[src/rtl/mode7_param_seq.sv]
// mode7_param_seq: per-frame parameter sequencer for the Mode7 affine stage.
// Buttons are synchronised and accumulated into sticky pending flags during a
// frame; new angle/offset/scale values are committed only after a vsync rising
// edge, so the parameters never change mid-frame.
// Optional feature: define MODE7_AUTOROTATE_EN to add the auto_rot input, which
// advances the angle at each commit when no rotate button is pending.
module mode7_param_seq #(
    parameter int unsigned ANGLE_STEPS = 360,
    parameter int unsigned ANGLE_STEP  = 1,
    parameter logic [15:0] OFF_STEP    = 16'd1,
    parameter logic [23:0] SCALE_INIT  = 24'h000100,
    parameter logic [23:0] SCALE_STEP  = 24'h000010,
    parameter logic [23:0] SCALE_MIN   = 24'h000040,
    parameter logic [23:0] SCALE_MAX   = 24'h00FF00,
    parameter int unsigned FRAME_DIV   = 1
) (
    input  logic        clk,
    input  logic        reset,
    input  logic        vsync,
    input  logic        btn_up,
    input  logic        btn_down,
    input  logic        btn_left,
    input  logic        btn_right,
    input  logic        btn_rot_cw,
    input  logic        btn_rot_ccw,
    input  logic        btn_zoom_in,
    input  logic        btn_zoom_out,
`ifdef MODE7_AUTOROTATE_EN
    input  logic        auto_rot,
`endif
    output logic [9:0]  angle,
    output logic [15:0] offsetx,
    output logic [15:0] offsety,
    output logic [23:0] scale,
    output logic        upd
);

    typedef enum logic [1:0] {IDLE = 2'd0, CALC = 2'd1, COMMIT = 2'd2} state_t;

    localparam logic [9:0] STEPS_A  = 10'(ANGLE_STEPS);
    localparam logic [9:0] STEP_A   = 10'(ANGLE_STEP);
    localparam logic [7:0] DIV_LAST = 8'(FRAME_DIV - 1);

    // Flag bit order: 0 up, 1 down, 2 left, 3 right, 4 cw, 5 ccw, 6 zoom in, 7 zoom out
    logic [7:0]  btn_raw_s;
    logic [7:0]  btn_meta_r;
    logic [7:0]  btn_sync_r;
    logic [7:0]  pend_r;
    logic        vsync_q_r;
    logic        vsync_d_r;
    logic        vsync_rise_s;
    logic [7:0]  frame_cnt_r;
    state_t      state_r;
    state_t      state_nxt_s;

    logic [9:0]  ang_sum_s;
    logic [9:0]  ang_inc_s;
    logic [9:0]  ang_dec_s;
    logic [23:0] sc_inc_s;
    logic [23:0] sc_dec_s;
    logic        auto_inc_s;
    logic [9:0]  angle_nxt_s;
    logic [15:0] offx_nxt_s;
    logic [15:0] offy_nxt_s;
    logic [23:0] scale_nxt_s;

    logic [9:0]  angle_sh_r;
    logic [15:0] offx_sh_r;
    logic [15:0] offy_sh_r;
    logic [23:0] scale_sh_r;

    assign btn_raw_s = {btn_zoom_out, btn_zoom_in, btn_rot_ccw, btn_rot_cw,
                        btn_right, btn_left, btn_down, btn_up};

    // vsync_d starts high so a vsync already high at reset release is not an edge
    assign vsync_rise_s = vsync_q_r & ~vsync_d_r;

    // Two-flop synchroniser for buttons plus vsync sample/delay for edge detection
    always_ff @(posedge clk) begin
        if (reset) begin
            btn_meta_r <= 8'h00;
            btn_sync_r <= 8'h00;
            vsync_q_r  <= 1'b1;
            vsync_d_r  <= 1'b1;
        end else begin
            btn_meta_r <= btn_raw_s;
            btn_sync_r <= btn_meta_r;
            vsync_q_r  <= vsync;
            vsync_d_r  <= vsync_q_r;
        end
    end

    // Sticky pending flags; CALC takes the snapshot and restarts from this cycle's presses
    always_ff @(posedge clk) begin
        if (reset) begin
            pend_r <= 8'h00;
        end else if (state_r == CALC) begin
            pend_r <= btn_sync_r;
        end else begin
            pend_r <= pend_r | btn_sync_r;
        end
    end

    // Frame divider: counts vsync edges seen in IDLE only
    always_ff @(posedge clk) begin
        if (reset) begin
            frame_cnt_r <= 8'd0;
        end else if ((state_r == IDLE) && vsync_rise_s) begin
            frame_cnt_r <= (frame_cnt_r == DIV_LAST) ? 8'd0 : frame_cnt_r + 8'd1;
        end else begin
            frame_cnt_r <= frame_cnt_r;
        end
    end

    // FSM state register
    always_ff @(posedge clk) begin
        if (reset) begin
            state_r <= IDLE;
        end else begin
            state_r <= state_nxt_s;
        end
    end

    // FSM next-state: edges arriving in CALC/COMMIT are ignored
    always_comb begin
        state_nxt_s = state_r;
        case (state_r)
            IDLE: begin
                if (vsync_rise_s && (frame_cnt_r == DIV_LAST)) begin
                    state_nxt_s = CALC;
                end else begin
                    state_nxt_s = IDLE;
                end
            end
            CALC:    state_nxt_s = COMMIT;
            COMMIT:  state_nxt_s = IDLE;
            default: state_nxt_s = IDLE;
        endcase
    end

    // Angle wraps by compare-and-correct; scale saturates without overflowing 24 bits
    assign ang_sum_s = angle + STEP_A;
    assign ang_inc_s = (ang_sum_s >= STEPS_A) ? (ang_sum_s - STEPS_A) : ang_sum_s;
    assign ang_dec_s = (angle < STEP_A) ? (angle + (STEPS_A - STEP_A)) : (angle - STEP_A);
    assign sc_inc_s  = (scale > (SCALE_MAX - SCALE_STEP)) ? SCALE_MAX : (scale + SCALE_STEP);
    assign sc_dec_s  = (scale < (SCALE_MIN + SCALE_STEP)) ? SCALE_MIN : (scale - SCALE_STEP);

`ifdef MODE7_AUTOROTATE_EN
    assign auto_inc_s = auto_rot & ~pend_r[4] & ~pend_r[5];
`else
    assign auto_inc_s = 1'b0;
`endif

    // Next parameter values from the pending snapshot; opposite pairs cancel
    always_comb begin
        angle_nxt_s = angle;
        offx_nxt_s  = offsetx;
        offy_nxt_s  = offsety;
        scale_nxt_s = scale;
        if ((pend_r[4] && !pend_r[5]) || auto_inc_s) begin
            angle_nxt_s = ang_inc_s;
        end else if (pend_r[5] && !pend_r[4]) begin
            angle_nxt_s = ang_dec_s;
        end else begin
            angle_nxt_s = angle;
        end
        if (pend_r[3] && !pend_r[2]) begin
            offx_nxt_s = offsetx + OFF_STEP;
        end else if (pend_r[2] && !pend_r[3]) begin
            offx_nxt_s = offsetx - OFF_STEP;
        end else begin
            offx_nxt_s = offsetx;
        end
        if (pend_r[1] && !pend_r[0]) begin
            offy_nxt_s = offsety + OFF_STEP;
        end else if (pend_r[0] && !pend_r[1]) begin
            offy_nxt_s = offsety - OFF_STEP;
        end else begin
            offy_nxt_s = offsety;
        end
        if (pend_r[6] && !pend_r[7]) begin
            scale_nxt_s = sc_inc_s;
        end else if (pend_r[7] && !pend_r[6]) begin
            scale_nxt_s = sc_dec_s;
        end else begin
            scale_nxt_s = scale;
        end
    end

    // Shadow registers capture the computed values in CALC
    always_ff @(posedge clk) begin
        if (reset) begin
            angle_sh_r <= 10'd0;
            offx_sh_r  <= 16'd0;
            offy_sh_r  <= 16'd0;
            scale_sh_r <= SCALE_INIT;
        end else if (state_r == CALC) begin
            angle_sh_r <= angle_nxt_s;
            offx_sh_r  <= offx_nxt_s;
            offy_sh_r  <= offy_nxt_s;
            scale_sh_r <= scale_nxt_s;
        end else begin
            angle_sh_r <= angle_sh_r;
            offx_sh_r  <= offx_sh_r;
            offy_sh_r  <= offy_sh_r;
            scale_sh_r <= scale_sh_r;
        end
    end

    // Outputs load from shadow on leaving COMMIT, with upd marking that cycle
    always_ff @(posedge clk) begin
        if (reset) begin
            angle   <= 10'd0;
            offsetx <= 16'd0;
            offsety <= 16'd0;
            scale   <= SCALE_INIT;
            upd     <= 1'b0;
        end else if (state_r == COMMIT) begin
            angle   <= angle_sh_r;
            offsetx <= offx_sh_r;
            offsety <= offy_sh_r;
            scale   <= scale_sh_r;
            upd     <= 1'b1;
        end else begin
            angle   <= angle;
            offsetx <= offsetx;
            offsety <= offsety;
            scale   <= scale;
            upd     <= 1'b0;
        end
    end

endmodule
[config.mk]
export PLATFORM = sky130hd
export DESIGN_NAME = mode7_param_seq
export DESIGN_NICKNAME = d
export VERILOG_FILES = /design/src/rtl/mode7_param_seq.sv
export SDC_FILE = /design/constraint.sdc
export NUM_CORES = 1
export LEC_CHECK = 0
export CELL_PAD_IN_SITES_DETAIL_PLACEMENT = 1
export CELL_PAD_IN_SITES_GLOBAL_PLACEMENT = 1
export CORE_UTILIZATION = 45
export DETAILED_ROUTE_END_ITERATION = 10
export DONT_BUFFER_PORTS = 1
export GPL_ROUTABILITY_DRIVEN = 0
export GPL_TIMING_DRIVEN = 0
export PLACE_DENSITY_LB_ADDON = 0.1
export RECOVER_POWER = 100
export SETUP_SLACK_MARGIN = 0.02
export SKIP_LAST_GASP = 1
export SLEW_MARGIN = 20
export SYNTH_ARGS = -nofsm -noshare
export SYNTH_HDL_FRONTEND = slang
export SYNTH_SLANG_ARGS = --single-unit
[constraint.sdc]
create_clock -name clk -period 5.8 [get_ports clk]
set_clock_uncertainty 0.1 [all_clocks]
set_input_delay 0.58 -clock clk [delete_from_list [all_inputs] [get_ports clk]]
set_output_delay 0.58 -clock clk [all_outputs]
set_load 0.01 [all_outputs]
==> metrics.log, run 1 <==
[metrics] result of the run: complete, but fails checks
[metrics] violated checks: design-rule violations
[metrics] FFs w/ async S/R, synth: 0%
[metrics] Period Utilization, post-route: 55.8%
[metrics] Root Driver: sky130_fd_sc_hd__clkbuf_16
[metrics] startpoint kind of the worst setup timing path: flop
[metrics] Starting Density: 46.5%
[metrics] sw frac: 24.6%
[metrics] die height: 139 microns
[metrics] core region area: 18100 sq um
[metrics] Die Outline Area: 19300 sq um
[metrics] met2 usage: 47.0%
[metrics] peak ir drop on the vdd network: 0.220 mV
[metrics] type of element capturing the critical path: flop
[metrics] latest clock arrival within the worst-skew pair: 0.44 ns
[metrics] TritonCTS Sinks: 169
[metrics] setup slack of the worst register-to-register path: 2.56 ns
[metrics] CTS buffer count: 17
[metrics] Int Power: 1.79 mW
[metrics] final design area excluding fillers: 9200 sq um
[metrics] average via count per standard cell: 5.82
[metrics] power per cell area: 258 nW/um^2
[metrics] clock period minus worst slack: 3.24 ns
[metrics] highest fanout seen on the critical path: 10
[metrics] count of unique library cells instantiated by Yosys: 72
[metrics] Post-synth EDFFs: 0
[metrics] Fmax: 0.309 GHz
[metrics] simple-gate share of the synthesized area: 26.6%
[metrics] xor-xnor portion of the synthesized cell area: 6.03%
[metrics] nets in the synthesized netlist: 1104
[metrics] number of standard-cell rows in the floorplan: 49
[metrics] area of the mapped netlist: 8430 sq um
[metrics] cell count of the worst reg-to-reg path: 8
[metrics] Syn Area/Cell: 7.79 sq um
[metrics] synth-to-layout area growth: 9.14%
[metrics] final-layout setup total negative slack: 0 ns
[metrics] critical setup path kind: flop to flop
[metrics] chip width: 139 microns
[metrics] remaining global-route overflow: 0
[metrics] dominant register cell in the synthesized netlist: sky130_fd_sc_hd__dfxtp_1
[metrics] post-cts resize count: 0
[metrics] largest family of logic cells by synthesized area: simple AND/OR/NAND/NOR gates
[metrics] clock-pin slew on the worst setup and hold paths: 0.07 ns
[metrics] Most Used Layer, Global Route: met2
[metrics] portion of total power attributed to sequential cells: 50.1%
[metrics] clock network power share: 44.4%
[metrics] Worst-Margin Slew: 1.28 ns
[metrics] hold crit path type: primary input to flop
[metrics] sequential fraction of the synthesis area: 40.1%
[metrics] relative slew slack: 13.3%
[metrics] fraction of the mapped netlist area in adder cells: 1.63%
[metrics] mux cell area share after synthesis: 1.10%
[metrics] first-pass GRT wire length: 42300 microns
[metrics] Detail Placement HPWL: 18600 microns
[metrics] initial antenna violation count: 4
[metrics] number of buffers inserted for hold repair after clock tree synthesis: 0
[metrics] final antenna-violating net count: 0
[metrics] depth of the CTS H-tree: 4
[metrics] required time of the worst setup path: 6.02 ns
[metrics] Final #Nets: 1123
[metrics] Yosys Warn Count: 0
[metrics] post-detailed-routing wire length: 26300 microns
[metrics] setup repair after global routing missed its margin: no
[metrics] Syn Inst Count: 1082
[metrics] Starting DRT DRC Count: 357
[metrics] global-route met1 utilization: 35.5%
[metrics] TritonCTS clock tree: built
[metrics] area of placed instances: 8720 sq um
[metrics] GR met3 Demand/Resource: 6.22%
[metrics] fraction of final layout cells with drive strength greater than 1: 4.22%
[metrics] number of primary I/O pins: 78
[metrics] clk buf depth: 2
[metrics] wire length per cell after detailed routing: 19.6 microns
[metrics] # Post-CTS Setup Buffers: 0
[metrics] number of remaining DRC errors: 8
[metrics] All-Layer GR Usage: 27.9%
[metrics] Fillers: 2282
[metrics] Max-cap violations: 0
[metrics] leak pwr: 3.10 nW
[metrics] flops & latches, synth: 169
[metrics] quantity of I/O buffers inserted on ports: 0
[metrics] reported net switching power: 0.584 mW
[metrics] Synth Area in Compound Gates: 18.8%
[metrics] via count of the first global-routing pass: 7873
[metrics] Min-Delay Path Depth: 1
[metrics] maximum number of pins on one net before global-route repair: 17
[metrics] final setup vio count: 0
[metrics] number of iterations in the first detailed-routing pass: 9
[metrics] Combinational Power Share: 5.5%
[metrics] pins over their slew limit: 0
[metrics] final hold violation count: 0
[metrics] total number of vias: 7826
[metrics] arrival time reported for the critical path endpoint: 3.46 ns
[worst max-delay path, stage by stage (launching register included)]
cell and delay (ns):
sky130_fd_sc_hd__dfxtp_1 0.35, sky130_fd_sc_hd__buf_6 0.15, sky130_fd_sc_hd__or4_4 0.56, sky130_fd_sc_hd__nor4b_1 0.64
sky130_fd_sc_hd__nand4_1 0.30, sky130_fd_sc_hd__or4_1 0.50, sky130_fd_sc_hd__or3_1 0.34, sky130_fd_sc_hd__nand4_1 0.10
sky130_fd_sc_hd__a21oi_1 0.08
[power by group through the flow]
stage / clock (mW) / sequential (mW) / combinational [mW]
floorplan: 0 / 1.21 / 0.0915
global placement: 0 / 1.21 / 0.127
detailed placement: 0 / 1.22 / 0.130
CTS: 1.07 / 1.19 / 0.131
global route: 1.12 / 1.19 / 0.143
finish: 1.05 / 1.19 / 0.130
[registers in the layout, summed over array words and instances, names as in the netlist]
register / count
angle: 10
angle_sh_r: 10
btn_meta_r: 8
btn_sync_r: 8
frame_cnt_r: 8
offsetx: 16
offsety: 16
offx_sh_r: 16
offy_sh_r: 16
pend_r: 8
scale: 24
scale_sh_r: 24
state_r: 2
upd: 1
vsync_d_r: 1
vsync_q_r: 1
[worst paths after layout]
kind                                                from                           to
worst min-delay path                               vsync         vsync_q_r$_SDFF_PP1_
worst max register to register    scale[10]$_SDFFE_PP0P_  scale_sh_r[23]$_SDFFE_PP0P_
worst max-delay path              scale[10]$_SDFFE_PP0P_  scale_sh_r[23]$_SDFFE_PP0P_
worst min register to register  btn_meta_r[1]$_SDFF_PP0_     btn_sync_r[1]$_SDFF_PP0_
[area by class of cell]
class	count	area, sq um	share of cell area (%)
Multi-Input combinational cell	811	4540	49.3
Sequential cell	169	3380	36.8
Clock buffer	22	464	5.04
Buffer	80	373	4.05
Tap cell	229	287	3.11
Inverter	22	82.6	0.897
Clock inverter	9	66.3	0.721
Antenna cell	2	5.00	0.0544
[cell families (layout without fill, tap and decap cells)]
group                    after synthesis  in the layout
AO/OA/AOI/OAI                        259            259
XOR/XNOR                              58             58
adder cells (fa/ha/maj)               11             11
buffers and inverters                102            133
flip-flops                           169            169
multiplexers                           9              9
other                                  0              2
AND/OR/NAND/NOR                      474            474
[cell usage in the layout, fill, tap and decap left out, types with 4 or more instances in the layout]
master                      count
sky130_fd_sc_hd__nor2b_1       28
sky130_fd_sc_hd__nand2_1      215
sky130_fd_sc_hd__clkbuf_8       5
sky130_fd_sc_hd__a22oi_1       15
sky130_fd_sc_hd__or4_1          4
sky130_fd_sc_hd__clkbuf_1      68
sky130_fd_sc_hd__inv_1         22
sky130_fd_sc_hd__xor2_1        23
sky130_fd_sc_hd__o21ai_0       38
sky130_fd_sc_hd__nor4b_1        4
sky130_fd_sc_hd__nand2b_1      11
sky130_fd_sc_hd__or3_1         14
sky130_fd_sc_hd__xnor2_1       35
sky130_fd_sc_hd__nor4_1        14
sky130_fd_sc_hd__o221ai_1       8
sky130_fd_sc_hd__buf_1          4
sky130_fd_sc_hd__and3_1        11
sky130_fd_sc_hd__and4_1         7
sky130_fd_sc_hd__clkbuf_16     17
sky130_fd_sc_hd__a311oi_1       4
sky130_fd_sc_hd__nand4_1       11
sky130_fd_sc_hd__mux2i_1        7
sky130_fd_sc_hd__a211oi_1       9
sky130_fd_sc_hd__dfxtp_1      169
sky130_fd_sc_hd__o211ai_1       6
sky130_fd_sc_hd__nor3b_1        7
sky130_fd_sc_hd__nor2_1        89
sky130_fd_sc_hd__nor3_1        18
sky130_fd_sc_hd__nand3_1       24
sky130_fd_sc_hd__a21oi_1      126
sky130_fd_sc_hd__a31oi_1       12
sky130_fd_sc_hd__ha_1          11
[routing by layer]
| metal | vias up | share of wire (%) | wire length (microns) |
|---|---|---|---|
| met5 | - | 0.087 | 23 |
| met4 | 4 | 1.6 | 416 |
| met3 | 34 | 4.4 | 1170 |
| met2 | 143 | 47 | 12500 |
| met1 | 3842 | 47 | 12300 |
| li1 | 3803 | - | - |
[per-stage QoR]
step	worst slack, ns	cells	power [mW]	utilization (%)	hold slack, ns
floorplan	3.29	1082	1.30	-	0.308
global placement	2.90	1311	1.34	48.0	0.315
detailed placement	2.85	1311	1.35	48.0	0.325
CTS	2.84	1342	2.39	51.0	0.138
global route	2.33	1343	2.45	50.7	0.133
finish	2.56	1344	2.37	50.7	0.145
[Yosys cell counts, drive strengths merged, types with 4 or more instances]
| master | number | area (sq um) |
|---|---|---|
| nand2 | 215 | 807 |
| dfxtp | 169 | 3380 |
| a21oi | 126 | 631 |
| nor2 | 89 | 334 |
| clkbuf | 62 | 273 |
| o21ai | 38 | 190 |
| xnor2 | 35 | 307 |
| nor2b | 28 | 175 |
| nand3 | 24 | 120 |
| xor2 | 23 | 201 |
| inv | 22 | 82.6 |
| nor3 | 18 | 90.1 |
| buf | 16 | 100 |
| a22oi | 15 | 113 |
| nor4 | 14 | 87.6 |
| or3 | 14 | 87.6 |
| a31oi | 12 | 75.1 |
| and3 | 12 | 76.3 |
| ha | 11 | 138 |
| nand2b | 11 | 68.8 |
| nand4 | 11 | 68.8 |
| a211oi | 9 | 67.6 |
| o221ai | 8 | 70.1 |
| and4 | 7 | 61.3 |
| mux2i | 7 | 70.1 |
| nor3b | 7 | 52.6 |
| o211ai | 6 | 45.0 |
| or4 | 5 | 45.0 |
| a311oi | 4 | 35.0 |
| and2 | 4 | 25.0 |
| nor4b | 4 | 56.3 |
Note: power is estimated with default switching activity, not from simulation.
==> run 2: changes to the inputs <==
- clock period: 5.8 -> 3.2 ns (I/O delays scaled with it)
==> run 2 against run 1 <==
  * The run still ends with design-rule violations left
  * Final area rose by 1.2%
  * Non-clock buffer count rose by 9
  * Fmax rose by 9.0%
  * Routed wire length rose by 0.77%
  * Setup slack got worse by 2.3 ns
  * Critical path depth did not move
  * Sequential power rose by 82%
  * Via count rose by 0.13%
  * Total power rose by 82%
  * Core utilization rose by 0.60 points
  * Critical path type unchanged
  * Critical endpoint is now scale_sh_r[22]$_SDFFE_PP0P_
  * Largest cell class unchanged
==> metrics.log, run 2 (synthesis gave the netlist of run 1 again) <==
[metrics] relative slew slack: 9.30% (-4.0 points)
[metrics] highest-count cells in the layout ignoring fill and taps: sky130_fd_sc_hd__nand2_1, sky130_fd_sc_hd__dfxtp_1, sky130_fd_sc_hd__a21oi_1, sky130_fd_sc_hd__nor2_1, sky130_fd_sc_hd__clkbuf_1
[metrics] clk buf depth: 2 (unchanged)
[metrics] kind of cell with the highest combined delay on the critical path: simple AND/OR/NAND/NOR gates
[metrics] average via count per standard cell: 5.80 (-0.39%)
[metrics] startpoint kind of the worst setup timing path: flop
[metrics] DR WL met2: 12600 microns (+0.67%)
[metrics] initial antenna violation count: 0 (-4)
[metrics] critical setup path kind: flop to flop
[metrics] maximum number of pins on one net before global-route repair: 17 (unchanged)
[metrics] launching point of the worst reg2reg path: scale[9]$_SDFFE_PP0P_
[metrics] highest fanout seen on the critical path: 10 (unchanged)
[metrics] final-layout setup total negative slack: 0 ns (unchanged)
[metrics] Worst-Margin Slew: 1.34 ns (+0.0585 ns)
[metrics] leak pwr: 3.15 nW (+1.6%)
[metrics] Starting DRT DRC Count: 362 (+1.4%)
[metrics] clock network power share: 44.3% (about the same)
[metrics] CTS buffer count: 17 (unchanged)
[metrics] TritonCTS clock tree: built
[metrics] violated checks: design-rule violations
[metrics] slowest cell on the critical path: sky130_fd_sc_hd__nor4_1
[metrics] number of primary I/O pins: 78 (unchanged)
[metrics] Period Utilization, post-route: 92.8% (+37 points)
[metrics] latest clock arrival within the worst-skew pair: 0.43 ns (about the same)
[metrics] setup slack of the worst register-to-register path: 0.23 ns (-2.33 ns)
[metrics] biggest regs: scale: 24 flops, scale_sh_r: 24 flops
[metrics] Root Driver: sky130_fd_sc_hd__clkbuf_16
[metrics] chip width: 139 microns (unchanged)
[metrics] multi-input combinational cell area: 4560 sq um (+0.50%)
[metrics] Die Outline Area: 19300 sq um (unchanged)
[metrics] FF/Latch Area: 3380 sq um (unchanged)
[metrics] type of element capturing the critical path: flop
[metrics] fraction of final layout cells with drive strength greater than 1: 4.63% (+0.41 points)
[metrics] Min-Delay Path Depth: 2 (+1)
[metrics] Fillers: 2275 (-0.31%)
[metrics] worst reg2reg endpoint: scale_sh_r[22]$_SDFFE_PP0P_
[metrics] cell count after placement: 1311 (unchanged)
[metrics] Max-cap violations: 0 (unchanged)
[metrics] reported net switching power: 1.06 mW (+82%)
[metrics] Detail Placement HPWL: 18600 microns (unchanged)
[metrics] wire length per cell after detailed routing: 19.6 microns (+0.25%)
[metrics] Combinational Power Share: 5.7% (+0.2 points)
[metrics] result of the run: complete, but fails checks
[metrics] final antenna-violating net count: 0 (unchanged)
[metrics] die height: 139 microns (unchanged)
[metrics] Int Power: 3.25 mW (+82%)
[metrics] peak ir drop on the vdd network: 0.401 mV (+82%)
[metrics] final setup vio count: 0 (unchanged)
[metrics] cell repeated most along the worst path: sky130_fd_sc_hd__nor2_1
[metrics] routed metal-1 wirelength: 12100 microns (-1.1%)
[metrics] count of non-filler cells in the finished layout: 1351 (+0.52%)
[metrics] Starting Density: 46.5% (unchanged)
[metrics] power per cell area: 463 nW/um^2 (+80%)
[metrics] delay of the slowest critical-path stage: 0.50 ns (-0.14 ns)
[metrics] cell count of the worst reg-to-reg path: 8 (unchanged)
[metrics] depth of the CTS H-tree: 4 (unchanged)
[metrics] first-pass GRT wire length: 42700 microns (+0.90%)
[metrics] remaining global-route overflow: 0 (unchanged)
[metrics] via count of the first global-routing pass: 7953 (+1.0%)
[metrics] required time of the worst setup path: 3.40 ns (-2.62 ns)
[metrics] core region area: 18100 sq um (unchanged)
[metrics] TritonCTS Sinks: 169 (unchanged)
[metrics] total number of vias: 7836 (+0.13%)
[metrics] met3 layer wire length in the routed design: 1420 microns (+22%)
[metrics] quantity of I/O buffers inserted on ports: 0 (unchanged)
[metrics] number of iterations in the first detailed-routing pass: 10 (+1)
[metrics] hold_sp: reset
[metrics] hold crit path type: primary input to flop
[metrics] buffer and inverter count on the worst path: 1 (unchanged)
[metrics] Fmax: 0.337 GHz (+9.0%)
[metrics] Worst Hold Slack: 0.300 ns (+0.155 ns)
[metrics] number of standard-cell rows in the floorplan: 49 (unchanged)
[metrics] clock period minus worst slack: 2.97 ns (-0.268 ns)
[metrics] arrival time reported for the critical path endpoint: 3.17 ns (-0.29 ns)
[metrics] clock-pin slew on the worst setup and hold paths: 0.06 ns (about the same)
[metrics] final hold violation count: 0 (unchanged)
[metrics] Final #Nets: 1132 (+0.80%)
[metrics] number of remaining DRC errors: 4 (-4)
[metrics] sw frac: 24.7% (+0.050 points)
[metrics] setup repair after global routing missed its margin: no
[metrics] post-detailed-routing wire length: 26500 microns (+0.77%)
[metrics] # Post-CTS Setup Buffers: 0 (unchanged)
[metrics] Worst Hold Path EP: btn_meta_r[6]$_SDFF_PP0_
[metrics] uppermost layer routed: met4
[metrics] All-Layer GR Usage: 28.1% (+0.19 points)
[metrics] cell chain of the critical path: clkdlybuf4s18_1, or3_1, nor4_1, nand4_1, nand2_1, nor2_1, a22oi_1, nor2_1
[metrics] antenna cell count: 0 (-2)
[metrics] portion of total power attributed to sequential cells: 50.0% (about the same)
[metrics] synth-to-layout area growth: 10.4%
[metrics] most common cell after layout, fill and taps aside: sky130_fd_sc_hd__nand2_1
[metrics] pins over their slew limit: 0 (unchanged)
run 2: power by group through the flow:
stage               registers, mW  clock network [mW]  logic [mW]
floorplan                    2.20                   0       0.166
global placement             2.20                   0       0.230
detailed placement           2.20                   0       0.236
CTS                          2.16                1.94       0.247
global route                 2.16                2.03       0.270
finish                       2.16                1.91       0.245
run 2: through the flow:
| stage | cell area (sq um) | utilization [%] | setup WS (ns) | power, mW |
|---|---|---|---|---|
| 2_1_floorplan | 8430 | - | 0.690 | 2.36 |
| 3_3_place_gp | 8720 | 48.0 | 0.302 | 2.43 |
| 3_5_place_dp | 8720 | 48.0 | 0.251 | 2.44 |
| 4_1_cts | 9340 | 51.5 | 0.243 | 4.34 |
| 5_1_grt | 9310 | 51.3 | 0.0281 | 4.46 |
| 6_report | 9310 | 51.3 | 0.229 | 4.32 |
run 2: final cells by class:
class | count | area share [%]
buffer | 80 | 4.02
clock buffer | 22 | 4.99
clock inverter | 9 | 0.712
inverter | 22 | 0.887
multi-input combinational | 811 | 49.0
sequential | 169 | 36.3
tap | 229 | 3.08
timing repair buffer | 9 | 0.968
run 2: layer usage:
metal  vias up  track usage, %
met3        29            5.84
met2       160            47.6
met4         0            8.36
li1       3816               -
met5         -               0
met1      3831            35.8
run 2: how the worst max path moves through the flow:
stage / start / to / slack (ns) / cells after the start
3_5_place_dp: angle[0]$_SDFFE_PP0P_ / angle_sh_r[4]$_SDFFE_PP0P_ / 0.25 / 9
3_3_place_gp: angle[0]$_SDFFE_PP0P_ / angle_sh_r[4]$_SDFFE_PP0P_ / 0.30 / 9
6_report: scale[9]$_SDFFE_PP0P_ / scale_sh_r[22]$_SDFFE_PP0P_ / 0.23 / 8
5_1_grt: scale[9]$_SDFFE_PP0P_ / scale_sh_r[22]$_SDFFE_PP0P_ / 0.03 / 8
4_1_cts: angle[0]$_SDFFE_PP0P_ / angle_sh_r[4]$_SDFFE_PP0P_ / 0.24 / 9
2_1_floorplan: scale[10]$_SDFFE_PP0P_ / scale_sh_r[23]$_SDFFE_PP0P_ / 0.69 / 8
run 2: what timing repair did:
action / CTS / global route
gates resized for setup: 0 / 1
setup endpoints to repair: 0 / 1
hold endpoints to repair: 9 / 0
hold buffers: 9 / 0
==> run 3: changes to the inputs <==
- CORE_UTILIZATION: 45 -> 47
==> run 3 against run 2 <==
  * The run now ends clean
  * Non-clock buffer count unchanged
  * Sequential share of layout area is 0.24 points lower
  * Setup slack got worse by 0.0013 ns
  * Total power grew 4.5%
  * Core utilization grew 2.5 points
  * Fmax barely moved
  * Critical path depth stayed put
  * Global-route usage up 1.1 points
  * Combinational power hardly changed
  * Clock-buffer cell count unchanged
  * Routed wire length fell by 1.9%
  * Cell count fell by 0.22%
==> metrics.log, run 3 (synthesis gave the netlist of run 1 again) <==
[metrics] result of the run: finished clean
[metrics] portion of total power attributed to sequential cells: 47.8% (-2.2 points)
[metrics] die height: 136 microns (-2.1%)
[metrics] reported net switching power: 1.06 mW (-0.23%)
[metrics] latest clock arrival within the worst-skew pair: 0.44 ns (about the same)
[metrics] clock-pin slew on the worst setup and hold paths: 0.07 ns (about the same)
[metrics] quantity of I/O buffers inserted on ports: 0 (unchanged)
[metrics] CTS buffer count: 17 (unchanged)
[metrics] Fmax: 0.336 GHz (about the same)
[metrics] pins over their slew limit: 0 (unchanged)
[metrics] power per cell area: 481 nW/um^2 (+3.8%)
[metrics] Period Utilization, post-route: 92.9% (about the same)
[metrics] hold crit path type: flop to flop
[metrics] depth of the CTS H-tree: 4 (unchanged)
[metrics] cell count after placement: 1307 (-0.31%)
[metrics] via count of the first global-routing pass: 7885 (-0.86%)
[metrics] first-pass GRT wire length: 41700 microns (-2.4%)
[metrics] post-detailed-routing wire length: 26000 microns (-1.9%)
[metrics] number of remaining DRC errors: 0 (-4)
[metrics] highest fanout seen on the critical path: 9 (-1)
[metrics] biggest regs: scale: 24 flops, scale_sh_r: 24 flops
[metrics] setup repair after global routing missed its margin: no
[metrics] Max-cap violations: 0 (unchanged)
[metrics] highest-count cells in the layout ignoring fill and taps: sky130_fd_sc_hd__nand2_1, sky130_fd_sc_hd__dfxtp_1, sky130_fd_sc_hd__a21oi_1, sky130_fd_sc_hd__nor2_1, sky130_fd_sc_hd__clkbuf_1
[metrics] sw frac: 23.5% (-1.1 points)
[metrics] clock network power share: 46.8% (+2.5 points)
[metrics] TritonCTS Sinks: 169 (unchanged)
[metrics] most common cell after layout, fill and taps aside: sky130_fd_sc_hd__nand2_1
[metrics] Final #Nets: 1132 (unchanged)
[metrics] Int Power: 3.45 mW (+6.1%)
[metrics] clk buf depth: 2 (unchanged)
[metrics] Root Driver: sky130_fd_sc_hd__clkbuf_16
[metrics] Combinational Power Share: 5.4% (-0.3 points)
[metrics] fraction of final layout cells with drive strength greater than 1: 4.90% (+0.26 points)
[metrics] relative slew slack: 15.7% (+6.4 points)
[metrics] core region area: 17400 sq um (-4.0%)
[metrics] critical setup path kind: flop to flop
[metrics] required time of the worst setup path: 3.43 ns (+0.03 ns)
[metrics] chip width: 136 microns (-2.1%)
[metrics] total number of vias: 7850 (+0.18%)
[metrics] Starting DRT DRC Count: 424 (+17%)
[metrics] number of primary I/O pins: 78 (unchanged)
[metrics] final-layout setup total negative slack: 0 ns (unchanged)
[metrics] cell count of the worst reg-to-reg path: 8 (unchanged)
[metrics] final hold violation count: 0 (unchanged)
[metrics] number of iterations in the first detailed-routing pass: 5 (-5)
[metrics] Die Outline Area: 18500 sq um (-4.2%)
[metrics] arrival time reported for the critical path endpoint: 3.20 ns (+0.03 ns)
[metrics] count of non-filler cells in the finished layout: 1348 (-0.22%)
[metrics] type of element capturing the critical path: flop
[metrics] startpoint kind of the worst setup timing path: flop
[metrics] All-Layer GR Usage: 29.2% (+1.1 points)
[metrics] final antenna-violating net count: 0 (unchanged)
[metrics] antenna cell count: 0 (unchanged)
[metrics] maximum number of pins on one net before global-route repair: 17 (unchanged)
[metrics] initial antenna violation count: 0 (unchanged)
[metrics] Min-Delay Path Depth: 2 (unchanged)
[metrics] remaining global-route overflow: 0 (unchanged)
[metrics] Detail Placement HPWL: 18100 microns (-2.5%)
[metrics] Starting Density: 48.4% (+1.9 points)
[metrics] final setup vio count: 0 (unchanged)
[metrics] wire length per cell after detailed routing: 19.3 microns (-1.7%)
[metrics] average via count per standard cell: 5.82 (+0.40%)
[metrics] TritonCTS clock tree: built
[metrics] synth-to-layout area growth: 11.2%
[metrics] leak pwr: 3.18 nW (+1.1%)
[metrics] clock period minus worst slack: 2.97 ns (+0.00127 ns)
[metrics] Worst-Margin Slew: 1.25 ns (-0.0941 ns)
[metrics] peak ir drop on the vdd network: 0.447 mV (+12%)
[metrics] number of standard-cell rows in the floorplan: 48 (-2.0%)
## run 3: stage by stage
stage / hold slack [ns] / power [mW] / util, % / cell area (sq um) / setup WS (ns)
5_1_grt: 0.347 / 4.64 / 53.8 / 9370 / 0.0227
3_3_place_gp: 0.316 / 2.43 / 50.0 / 8710 / 0.222
2_1_floorplan: 0.308 / 2.36 / - / 8430 / 0.690
4_1_cts: 0.154 / 4.54 / 54.0 / 9400 / 0.160
6_report: 0.340 / 4.51 / 53.8 / 9370 / 0.228
3_5_place_dp: 0.328 / 2.44 / 50.0 / 8710 / 0.181
## run 3: worst max-delay path, cell delays in order (launching register included)
cell and delay [ns]:
sky130_fd_sc_hd__dfxtp_1 0.45, sky130_fd_sc_hd__clkbuf_1 0.42, sky130_fd_sc_hd__nand3_1 0.36, sky130_fd_sc_hd__o31a_1 0.34, sky130_fd_sc_hd__a31o_2 0.22, sky130_fd_sc_hd__nor2_1 0.17
sky130_fd_sc_hd__o21ai_0 0.25, sky130_fd_sc_hd__and4_1 0.29, sky130_fd_sc_hd__o31a_1 0.27
## run 3: final timing paths
path,start,slack (ns),endpoint
max reg2reg,angle[0]$_SDFFE_PP0P_,0.23,angle_sh_r[5]$_SDFFE_PP0P_
max,angle[0]$_SDFFE_PP0P_,0.23,angle_sh_r[5]$_SDFFE_PP0P_
min,btn_sync_r[0]$_SDFF_PP0_,0.34,pend_r[0]$_SDFF_PP0_
min reg2reg,btn_sync_r[0]$_SDFF_PP0_,0.34,pend_r[0]$_SDFF_PP0_
## run 3: what timing repair did
item,in CTS,in global routing
buffers inserted,0,0
gates resized for setup,0,1
hold endpoints to repair,9,0
hold buffers,9,0
endpoints found under the setup margin,0,2
## run 3: per-layer routing
layer | routed length, microns | GRT usage, %
met5 | 0 | 0
met4 | 482 | 10.2
met3 | 1180 | 5.63
met2 | 12400 | 48.8
met1 | 12000 | 37.3
## run 3: power by group through the flow
stage | Clock, mW | Combinational, mW | Sequential (mW)
2_1_floorplan | 0 | 0.166 | 2.20
3_3_place_gp | 0 | 0.228 | 2.20
3_5_place_dp | 0 | 0.232 | 2.20
4_1_cts | 2.14 | 0.244 | 2.16
5_1_grt | 2.21 | 0.266 | 2.16
6_report | 2.11 | 0.244 | 2.16
## run 3: cell type report
type,instances,area [sq um]
tap,225,282
fill,2178,8040
timing repair buffer,9,90.1
clock inverter,10,114
sequential,169,3380
clock buffer,22,484
multi-input combinational,811,4560
inverter,22,82.6
buffer,80,374
